==> src/rtl/keyboard_decoder.sv <==
// ----------------------------------------------------------------------------
// keyboard_decoder
//   PS/2 keyboard front end. Synchronises and glitch-filters the PS/2 pins,
//   deframes 11-bit scancode frames, tracks break (F0) / extended (E0)
//   prefixes, maps the make codes of W/A/S/D/SPACE/Z to 3-bit ops and offers
//   them to the game logic through a one-entry ready/read_fin handshake.
//
// Ports
//   clock              in   system clock, all logic on posedge
//   reset              in   asynchronous, active-high reset
//   ps2_clock          in   raw PS/2 clock pin (asynchronous)
//   ps2_data           in   raw PS/2 data pin (asynchronous)
//   keyboard_read_fin  in   consumer has taken keyboard_data
//   keyboard_ready     out  keyboard_data holds an unconsumed op
//   keyboard_data      out  op: W=000 A=001 S=010 D=011 SPACE=100 Z=101
// ----------------------------------------------------------------------------
module keyboard_decoder #(
    parameter int FILTER_LEN     = 8,
    parameter int TIMEOUT_CYCLES = 50000
) (
    input  logic       clock,
    input  logic       reset,
    input  logic       ps2_clock,
    input  logic       ps2_data,
    input  logic       keyboard_read_fin,
    output logic       keyboard_ready,
    output logic [2:0] keyboard_data
);

    localparam int FILT_W = $clog2(FILTER_LEN + 1);
    localparam int TMO_W  = $clog2(TIMEOUT_CYCLES + 1);
    localparam logic [FILT_W-1:0] FILT_LAST = FILT_W'(FILTER_LEN - 1);
    localparam logic [TMO_W-1:0]  TMO_MAX   = TMO_W'(TIMEOUT_CYCLES);

    typedef enum logic [1:0] {
        RX_IDLE  = 2'd0,
        RX_RECV  = 2'd1,
        RX_CHECK = 2'd2
    } rx_state_t;

    // Make-code lookup: returns {valid, op}.
    function automatic logic [3:0] map_make(input logic [7:0] code);
        case (code)
            8'h1D:   map_make = 4'b1_000;
            8'h1C:   map_make = 4'b1_001;
            8'h1B:   map_make = 4'b1_010;
            8'h23:   map_make = 4'b1_011;
            8'h29:   map_make = 4'b1_100;
            8'h1A:   map_make = 4'b1_101;
            default: map_make = 4'b0_000;
        endcase
    endfunction

    logic              clk_s1_q, clk_s1_d, clk_s2_q, clk_s2_d;
    logic              dat_s1_q, dat_s1_d, dat_s2_q, dat_s2_d;
    logic              filt_q, filt_d;
    logic [FILT_W-1:0] fcnt_q, fcnt_d;
    rx_state_t         state_q, state_d;
    logic [3:0]        bit_cnt_q, bit_cnt_d;
    logic [8:0]        shift_q, shift_d;
    logic              stop_q, stop_d;
    logic [TMO_W-1:0]  tmo_q, tmo_d;
    logic              break_q, break_d, ext_q, ext_d;
    logic              ready_q, ready_d;
    logic [2:0]        data_q, data_d;

    logic       fall;
    logic       frame_ok, frame_bad;
    logic       op_vld;
    logic [2:0] op;
    logic [3:0] lookup;

    always_comb begin
        // Two-flop synchronisers; idle PS/2 lines are high.
        clk_s1_d = ps2_clock;
        clk_s2_d = clk_s1_q;
        dat_s1_d = ps2_data;
        dat_s2_d = dat_s1_q;

        // Glitch filter: a new clock level must be seen FILTER_LEN
        // consecutive cycles before the filtered clock follows it.
        filt_d = filt_q;
        fcnt_d = '0;
        fall   = 1'b0;
        if (clk_s2_q != filt_q) begin
            if (fcnt_q == FILT_LAST) begin
                filt_d = clk_s2_q;
                fall   = filt_q;
            end else begin
                fcnt_d = fcnt_q + FILT_W'(1);
            end
        end

        // Receiver: shift start-stripped frame, data LSB first then parity.
        state_d   = state_q;
        bit_cnt_d = bit_cnt_q;
        shift_d   = shift_q;
        stop_d    = stop_q;
        tmo_d     = '0;
        case (state_q)
            RX_IDLE: begin
                if (fall && !dat_s2_q) begin
                    state_d   = RX_RECV;
                    bit_cnt_d = 4'd0;
                end
            end
            RX_RECV: begin
                if (fall) begin
                    if (bit_cnt_q == 4'd9) begin
                        stop_d  = dat_s2_q;
                        state_d = RX_CHECK;
                    end else begin
                        shift_d   = {dat_s2_q, shift_q[8:1]};
                        bit_cnt_d = bit_cnt_q + 4'd1;
                    end
                end else if (tmo_q == TMO_MAX) begin
                    // Stalled frame: drop it and wait for a new start bit.
                    state_d = RX_IDLE;
                end else begin
                    tmo_d = tmo_q + TMO_W'(1);
                end
            end
            RX_CHECK: state_d = RX_IDLE;
            default:  state_d = RX_IDLE;
        endcase

        // Odd parity: data bits plus parity bit must XOR to 1.
        frame_ok  = (state_q == RX_CHECK) && (^shift_q) && stop_q;
        frame_bad = (state_q == RX_CHECK) && !frame_ok;

        // Prefix tracking: the byte following F0 or E0 is swallowed.
        break_d = break_q;
        ext_d   = ext_q;
        op_vld  = 1'b0;
        op      = 3'b000;
        lookup  = map_make(shift_q[7:0]);
        if (frame_bad) begin
            break_d = 1'b0;
            ext_d   = 1'b0;
        end else if (frame_ok) begin
            if (shift_q[7:0] == 8'hF0) begin
                break_d = 1'b1;
            end else if (shift_q[7:0] == 8'hE0) begin
                ext_d = 1'b1;
            end else if (break_q || ext_q) begin
                break_d = 1'b0;
                ext_d   = 1'b0;
            end else begin
                op_vld = lookup[3];
                op     = lookup[2:0];
            end
        end

        // One-entry handshake: while an op is pending, new ops are dropped,
        // and a read_fin in the same cycle as a new op still only clears.
        ready_d = ready_q;
        data_d  = data_q;
        if (ready_q) begin
            if (keyboard_read_fin) begin
                ready_d = 1'b0;
            end
        end else if (op_vld) begin
            ready_d = 1'b1;
            data_d  = op;
        end
    end

    always_ff @(posedge clock or posedge reset) begin
        if (reset) begin
            clk_s1_q  <= 1'b1;
            clk_s2_q  <= 1'b1;
            dat_s1_q  <= 1'b1;
            dat_s2_q  <= 1'b1;
            filt_q    <= 1'b1;
            fcnt_q    <= '0;
            state_q   <= RX_IDLE;
            bit_cnt_q <= 4'd0;
            shift_q   <= 9'd0;
            stop_q    <= 1'b0;
            tmo_q     <= '0;
            break_q   <= 1'b0;
            ext_q     <= 1'b0;
            ready_q   <= 1'b0;
            data_q    <= 3'b000;
        end else begin
            clk_s1_q  <= clk_s1_d;
            clk_s2_q  <= clk_s2_d;
            dat_s1_q  <= dat_s1_d;
            dat_s2_q  <= dat_s2_d;
            filt_q    <= filt_d;
            fcnt_q    <= fcnt_d;
            state_q   <= state_d;
            bit_cnt_q <= bit_cnt_d;
            shift_q   <= shift_d;
            stop_q    <= stop_d;
            tmo_q     <= tmo_d;
            break_q   <= break_d;
            ext_q     <= ext_d;
            ready_q   <= ready_d;
            data_q    <= data_d;
        end
    end

    assign keyboard_ready = ready_q;
    assign keyboard_data  = data_q;

endmodule

==> config.mk <==
export PLATFORM = sky130hd
export DESIGN_NAME = keyboard_decoder
export DESIGN_NICKNAME = d
export VERILOG_FILES = /design/src/rtl/keyboard_decoder.sv
export SDC_FILE = /design/constraint.sdc
export NUM_CORES = 1
export LEC_CHECK = 0
export ABC_AREA = 1
export BUFFER_PORTS_ARGS = -buffer_cell sky130_fd_sc_hd__buf_2
export CAP_MARGIN = 30
export CORE_MARGIN = 5
export CORE_UTILIZATION = 45
export DETAILED_ROUTE_END_ITERATION = 8
export SYNTH_ARGS = -nofsm -noshare
export SYNTH_HDL_FRONTEND = slang
export SYNTH_SLANG_ARGS = --single-unit
==> constraint.sdc <==
create_clock -name clock -period 1.5 [get_ports clock]
set_input_delay 0.15 -clock clock [delete_from_list [all_inputs] [get_ports clock]]
set_output_delay 0.15 -clock clock [all_outputs]
set_load 0.03 [all_outputs]
==> metrics.cfg, run 1 <==
[timing]
period_minus_slack_ns=1.59
rsz0062_at_grt=yes
worst_pin_slew_ns=0.293
fmax_ghz=0.630
final-setup-viol-count=24
maxSlewViolCount=0
slew_headroom_pct=80.3
hold_viol=0
hold_ws_ns=0.0311
fin_crit_sh_pct=106
fin_skew_ns=0.00830
setup_ws_ns=-0.0882

[layout]
post_route_cells_drive_above_1_share_pct=52.8
syn_to_final_growth_pct=51.9
finalInstanceArea_um2=3890
final_common_cell=buf_4
most-common-layout-cells=56 x buf_4, 39 x dfrtp_1, 36 x inv_1
nNetsFinal=421
diodes=0

[worst_setup_path]
path_class=register to register
slowest_delay_ns=0.37
cp_max_fo=6
crit_path_cell_trace=ha_2 -> nand2_2 -> inv_2 -> nand2_4 -> nor2_4 -> nand2_4 -> buf_12 -> nand2_4 -> nand3_1 -> and3b_1
required_ns=1.69
start_kind=register
worstPathArrival_ns=1.78
crit_top_cell=nand2_4
endpoint_kind=register
crit_buf_inv=2
cpMaxStageDelayCell=dfrtp_1
path_delay_family=simple AND/OR/NAND/NOR gates

[floorplan]
die-width_um=85.4
initial_utilization_pct=46.5
row_count=27
ios=9
dieHeight_um=85.4
coreArea_um2=5510
die_area_um2=7300

[clocking]
cts_tree=built
clk_latency_ns=0.30
clockRootBuffer=clkbuf_8
h-tree-depth=2
ctsLongestPathBuffers=2
numCtsBuffers=5
clk_pin_slew_ns=0.09
clock-sinks=47

[job]
cap_viol_max_count=0

[synth]
ys_ff_latch=47
synth_area_leader_cell=dfrtp_1
yosys_warnings=0
synthCells=309
synthTopCellsByArea=dfrtp_1 41%, nand2_1 8.6%, ha_1 8.3%
netlist.area_leader.share_pct=41.0
synth_cell_types=34
synth_nets=331
synth-seq-area-share_pct=46.2
syn_area_per_cell_um2=8.29
synth_area_um2=2560

[placement]
post-dp-hpwl_um=3720
gp_congestion=0.782
pre_cts_slack_ns=-0.151
portBuffers=8
dpl-instance-area_um2=3080

[drt]
via_count=2240
first_pass_iters=4
wirelength_um=5810
final_antenna_net_count=0
vias_per_cell=4.75
drc_errors=0
wl_per_cell_um=12.3
drt_iter0_drc=75

[global_routing]
grt_pass1_wl_um=9020
overflow=0
grt_pass1_vias=2107
grt_max_degree=39
antenna_found_initial=0
track_usage_pct=15.1

[power]
leakage_nw=1.78
p_per_area_nw_per_um2=598
ir_worst_vdd_v=0.000478

[outcome]
status=finished with violations
violations=setup timing

[hold_path]
hold_class=input port to register

[per-stage QoR]
step	total power, mW	utilization [%]	TNS, ns	cells
finish	2.33	70.7	-1.22	472
global route	2.47	70.7	-5.20	472
CTS	2.34	60.8	-0.502	452
detailed placement	1.56	55.9	-0.750	432
global placement	1.56	55.9	-0.430	432
floorplan	1.49	-	-0.0110	309
[cells in the mapped netlist]
master / instances
nand4_1: 5
nand3_1: 15
nor3_4: 1
clkinv_1: 1
a211oi_1: 1
inv_1: 46
o21ai_0: 11
nor3_2: 1
o21a_1: 1
xnor2_1: 2
o21ai_1: 13
nand4_2: 2
dfrtp_1: 42
buf_2: 1
inv_2: 9
nand2_1: 59
o31ai_1: 3
a21oi_2: 1
nor2_1: 31
o21ai_2: 1
nor2_4: 3
clkbuf_1: 1
o22ai_1: 1
nor3_1: 7
mux2i_1: 1
a31o_2: 1
nand3_2: 3
nor2_2: 3
a21oi_1: 14
ha_1: 17
a31oi_1: 3
and3b_1: 1
nand2_2: 3
dfstp_2: 5
[metal layers]
| metal | track usage, % | routed length (um) | vias up |
|---|---|---|---|
| met2 | 26.4 | 3140 | 16 |
| li1 | - | - | 1178 |
| met1 | 18.4 | 2470 | 1035 |
| met5 | 0 | 0 | - |
| met4 | 4.60 | 108 | 0 |
| met3 | 3.30 | 95 | 11 |
[power breakdown]
group	total [mW]	switching [mW]	internal [mW]	leakage [nW]
combinational	0.211	0.112	0.0990	1.10
clock	0.757	0.428	0.330	0.0452
sequential	1.36	0.0335	1.33	0.632
[cell type report]
type	count	area [um^2]
repair inverters	1	7.51
clock buffers	6	72.6
repair buffers	84	736
inverters	56	218
multi-input cells	204	1570
clock inverters	2	13.8
fillers	417	1620
well taps	72	90.1
flip-flops and latches	47	1190
[cells by family (layout without fill, tap and decap cells)]
group,count (synthesis),in the layout,synth area share [%]
fa+ha+maj,17,17,8.30
xor+xnor,2,2,0.684
buf+inv,58,149,8.55
compound gates,50,50,10.9
simple gates,134,134,25.0
mux,1,1,0.391
flops,47,47,46.2
[flip-flops by register name, indices dropped and copies added, names as in the netlist]
name and flops:
bit_cnt_q 4, break_q 1, clk_s1_q 1, clk_s2_q 1, dat_s1_q 1, dat_s2_q 1
ext_q 1, fcnt_q 4, filt_q 1, keyboard_data 3, keyboard_ready 1, shift_q 9
state_q 2, stop_q 1, tmo_q 16
[worst paths after layout]
kind / endpoint / startpoint / cells after the start / slack [ns]
setup / recovery: bit_cnt_q[3] / fcnt_q[1] / 10 / -0.09
hold / removal: keyboard_ready / keyboard_read_fin / 2 / 0.03
setup reg to reg: bit_cnt_q[3] / fcnt_q[1] / 10 / -0.09
hold reg to reg: clk_s2_q / clk_s1_q / 0 / 0.36
max in group asynchronous: clk_s1_q / reset / 4 / 0.65
min in group asynchronous: tmo_q[6] / reset / 3 / 0.31
[timing repair]
item | 4_1_cts | 5_1_grt
hold buffers | 3 | 0
pin swaps | 10 | 27
setup endpoints to repair | 14 | 36
hold endpoints to repair | 11 | 0
setup buffers | 8 | 17
resized for setup | 25 | 100
cloned | 1 | 3
Note: power is estimated with default switching activity, not from simulation.
==> run 2: changes to the inputs <==
CELL_PAD_IN_SITES_DETAIL_PLACEMENT = 0   (was unset)
CELL_PAD_IN_SITES_GLOBAL_PLACEMENT = 1   (was unset)
CORE_MARGIN = 2   (was 5)
CORE_UTILIZATION = 42   (was 45)
PLACE_DENSITY_LB_ADDON = 0.1   (was unset)
==> run 2 against run 1 <==
- the flow still finishes with violations (setup timing)
- critical path depth increased by 1
- combinational power decreased by 9.5%
- sequential power about the same
- fmax decreased by 0.91%
- clock skew increased by 0.0011 ns
- global-route usage increased by 1.7 points
- critical path type unchanged
- register-to-register slack about the same
- die area decreased by 7.7%
- sequential share of layout area increased by 2.0 points
- cell area decreased by 6.3%
- worst hold slack improved by 0.00053 ns
- setup slack got worse by 0.015 ns
==> metrics.cfg, run 2 (same netlist as run 1, synthesis figures left out) <==
[outcome]
status=finished with violations
violations=setup timing

[layout]
diodes=0
seq_area_um2=1180
post_route_cells_drive_above_1_share_pct=46.6
instances_no_fill=461
multi_input_area_um2=1450
nNetsFinal=407
top_register=tmo_q
reg_top3=tmo_q x16, shift_q x9
final_common_cell=buf_4
largest_register_ffs=16
most-common-layout-cells=51 x buf_4, 41 x dfrtp_1, 39 x nand2_1
syn_to_final_growth_pct=42.4
fillers=540

[floorplan]
dieHeight_um=82.1
die_area_um2=6740
die-width_um=82.1
ios=9
initial_utilization_pct=43.3
row_count=28
coreArea_um2=5920

[hold_path]
hold_class=input port to register
worstHoldStart=keyboard_read_fin

[drt]
drc_errors=0
first_pass_iters=4
via_count=2234
wirelength_um=5670
drt_iter0_drc=68
wl_per_cell_um=12.3
vias_per_cell=4.85
final_antenna_net_count=0

[global_routing]
track_usage_pct=16.8
overflow=0
grt_pass1_wl_um=8760
grt_max_degree=48
antenna_found_initial=0
grt_pass1_vias=2028

[clocking]
clk_pin_slew_ns=0.10
h-tree-depth=2
clk_latency_ns=0.30
clock-sinks=47
clockRootBuffer=clkbuf_8
numCtsBuffers=5
cts_tree=built
ctsLongestPathBuffers=2

[timing]
hold_viol=0
fin_crit_sh_pct=107
period_minus_slack_ns=1.60
maxSlewViolCount=0
fmax_ghz=0.624
setup_tns_ns=-0.753
slew_headroom_pct=82.5
rsz0062_at_grt=yes
final-setup-viol-count=13
setup_ws_ns=-0.103
fin_skew_ns=0.00938
hold_ws_ns=0.0316
worst_pin_slew_ns=0.262

[worst_setup_path]
r2r_start=shift_q[5]
slowest_delay_ns=0.46
crit_top_cell=nand2_1
crit_path_cell_trace=ha_4 -> inv_2 -> nand2_1 -> nand2_1 -> nand2_1 -> nand3_1 -> nand3_4 -> nand2_4 -> nand2_2 -> nand2_2 -> a21oi_2
path_class=register to register
required_ns=1.74
critical_path.startpoint=shift_q[5]
start_kind=register
worstPathArrival_ns=1.84
cp_max_fo=8
cpMaxStageDelayCell=dfrtp_2
endpoint_kind=register

[placement]
portBuffers=8
place_inst=434
post-dp-hpwl_um=3710
gp_congestion=0.782

[power]
leakage_nw=1.69
ir_worst_vdd_v=0.000392
p_per_area_nw_per_um2=687

[job]
cap_viol_max_count=0

## run 2: worst paths after layout
check	end	slack [ns]	cells after the start
max	ext_q	-0.10	11
min	keyboard_ready	0.03	2
max reg2reg	ext_q	-0.10	11
min reg2reg	clk_s2_q	0.36	0
max in group asynchronous	dat_s2_q	0.80	4
min in group asynchronous	fcnt_q[1]	0.42	4
## run 2: layout make-up
cell class | count | area share (%)
Multi-Input combinational cell | 204 | 39.7
Sequential cell | 47 | 32.5
Timing Repair Buffer | 70 | 16.1
Inverter | 56 | 5.90
Tap cell | 75 | 2.57
Clock buffer | 5 | 1.89
Clock inverter | 3 | 1.20
Timing Repair inverter | 1 | 0.172
## run 2: per-layer routing
metal  track usage [%]  up-vias  part of all wire, %  routed length [um]
li1                  -     1141                    -                   -
met1              21.0     1056                   44                2490
met2              29.3       27                   53                2980
met3              3.59       10                  2.1                 121
met4              4.50        0                  1.3                  76
met5                 0        -                    0                   0
## run 2: metrics by stage
stage / power (mW) / util, % / setup WS, ns / instance area [um^2]
6_report: 2.50 / 61.6 / -0.103 / 3650
3_3_place_gp: 1.56 / 52.0 / -0.0749 / 3080
3_5_place_dp: 1.56 / 52.0 / -0.138 / 3080
5_1_grt: 2.62 / 61.6 / -0.212 / 3650
4_1_cts: 2.53 / 56.3 / -0.0711 / 3330
2_1_floorplan: 1.49 / - / -0.0110 / 2610
## run 2: power breakdown
part	switching [mW]	internal, mW
clock	0.457	0.497
sequential	0.0323	1.33
combinational	0.104	0.0867
## run 2: critical path, delay by kind of cell (launching register included)
kind,cells,cell delay [ns]
and+or+nand+nor,8,0.63
DFF,1,0.46
adders and majority gates,1,0.30
AOI/OAI and AO/OA,1,0.12
buffers and inverters,1,0.03
## run 2: repair_timing
item,in CTS,in global routing
hold buffers,3,0
pin swaps,10,25
setup endpoints to repair,12,30
gates cloned,0,4
buffers inserted,5,7
gates resized for setup,28,61
hold endpoints to repair,44,0
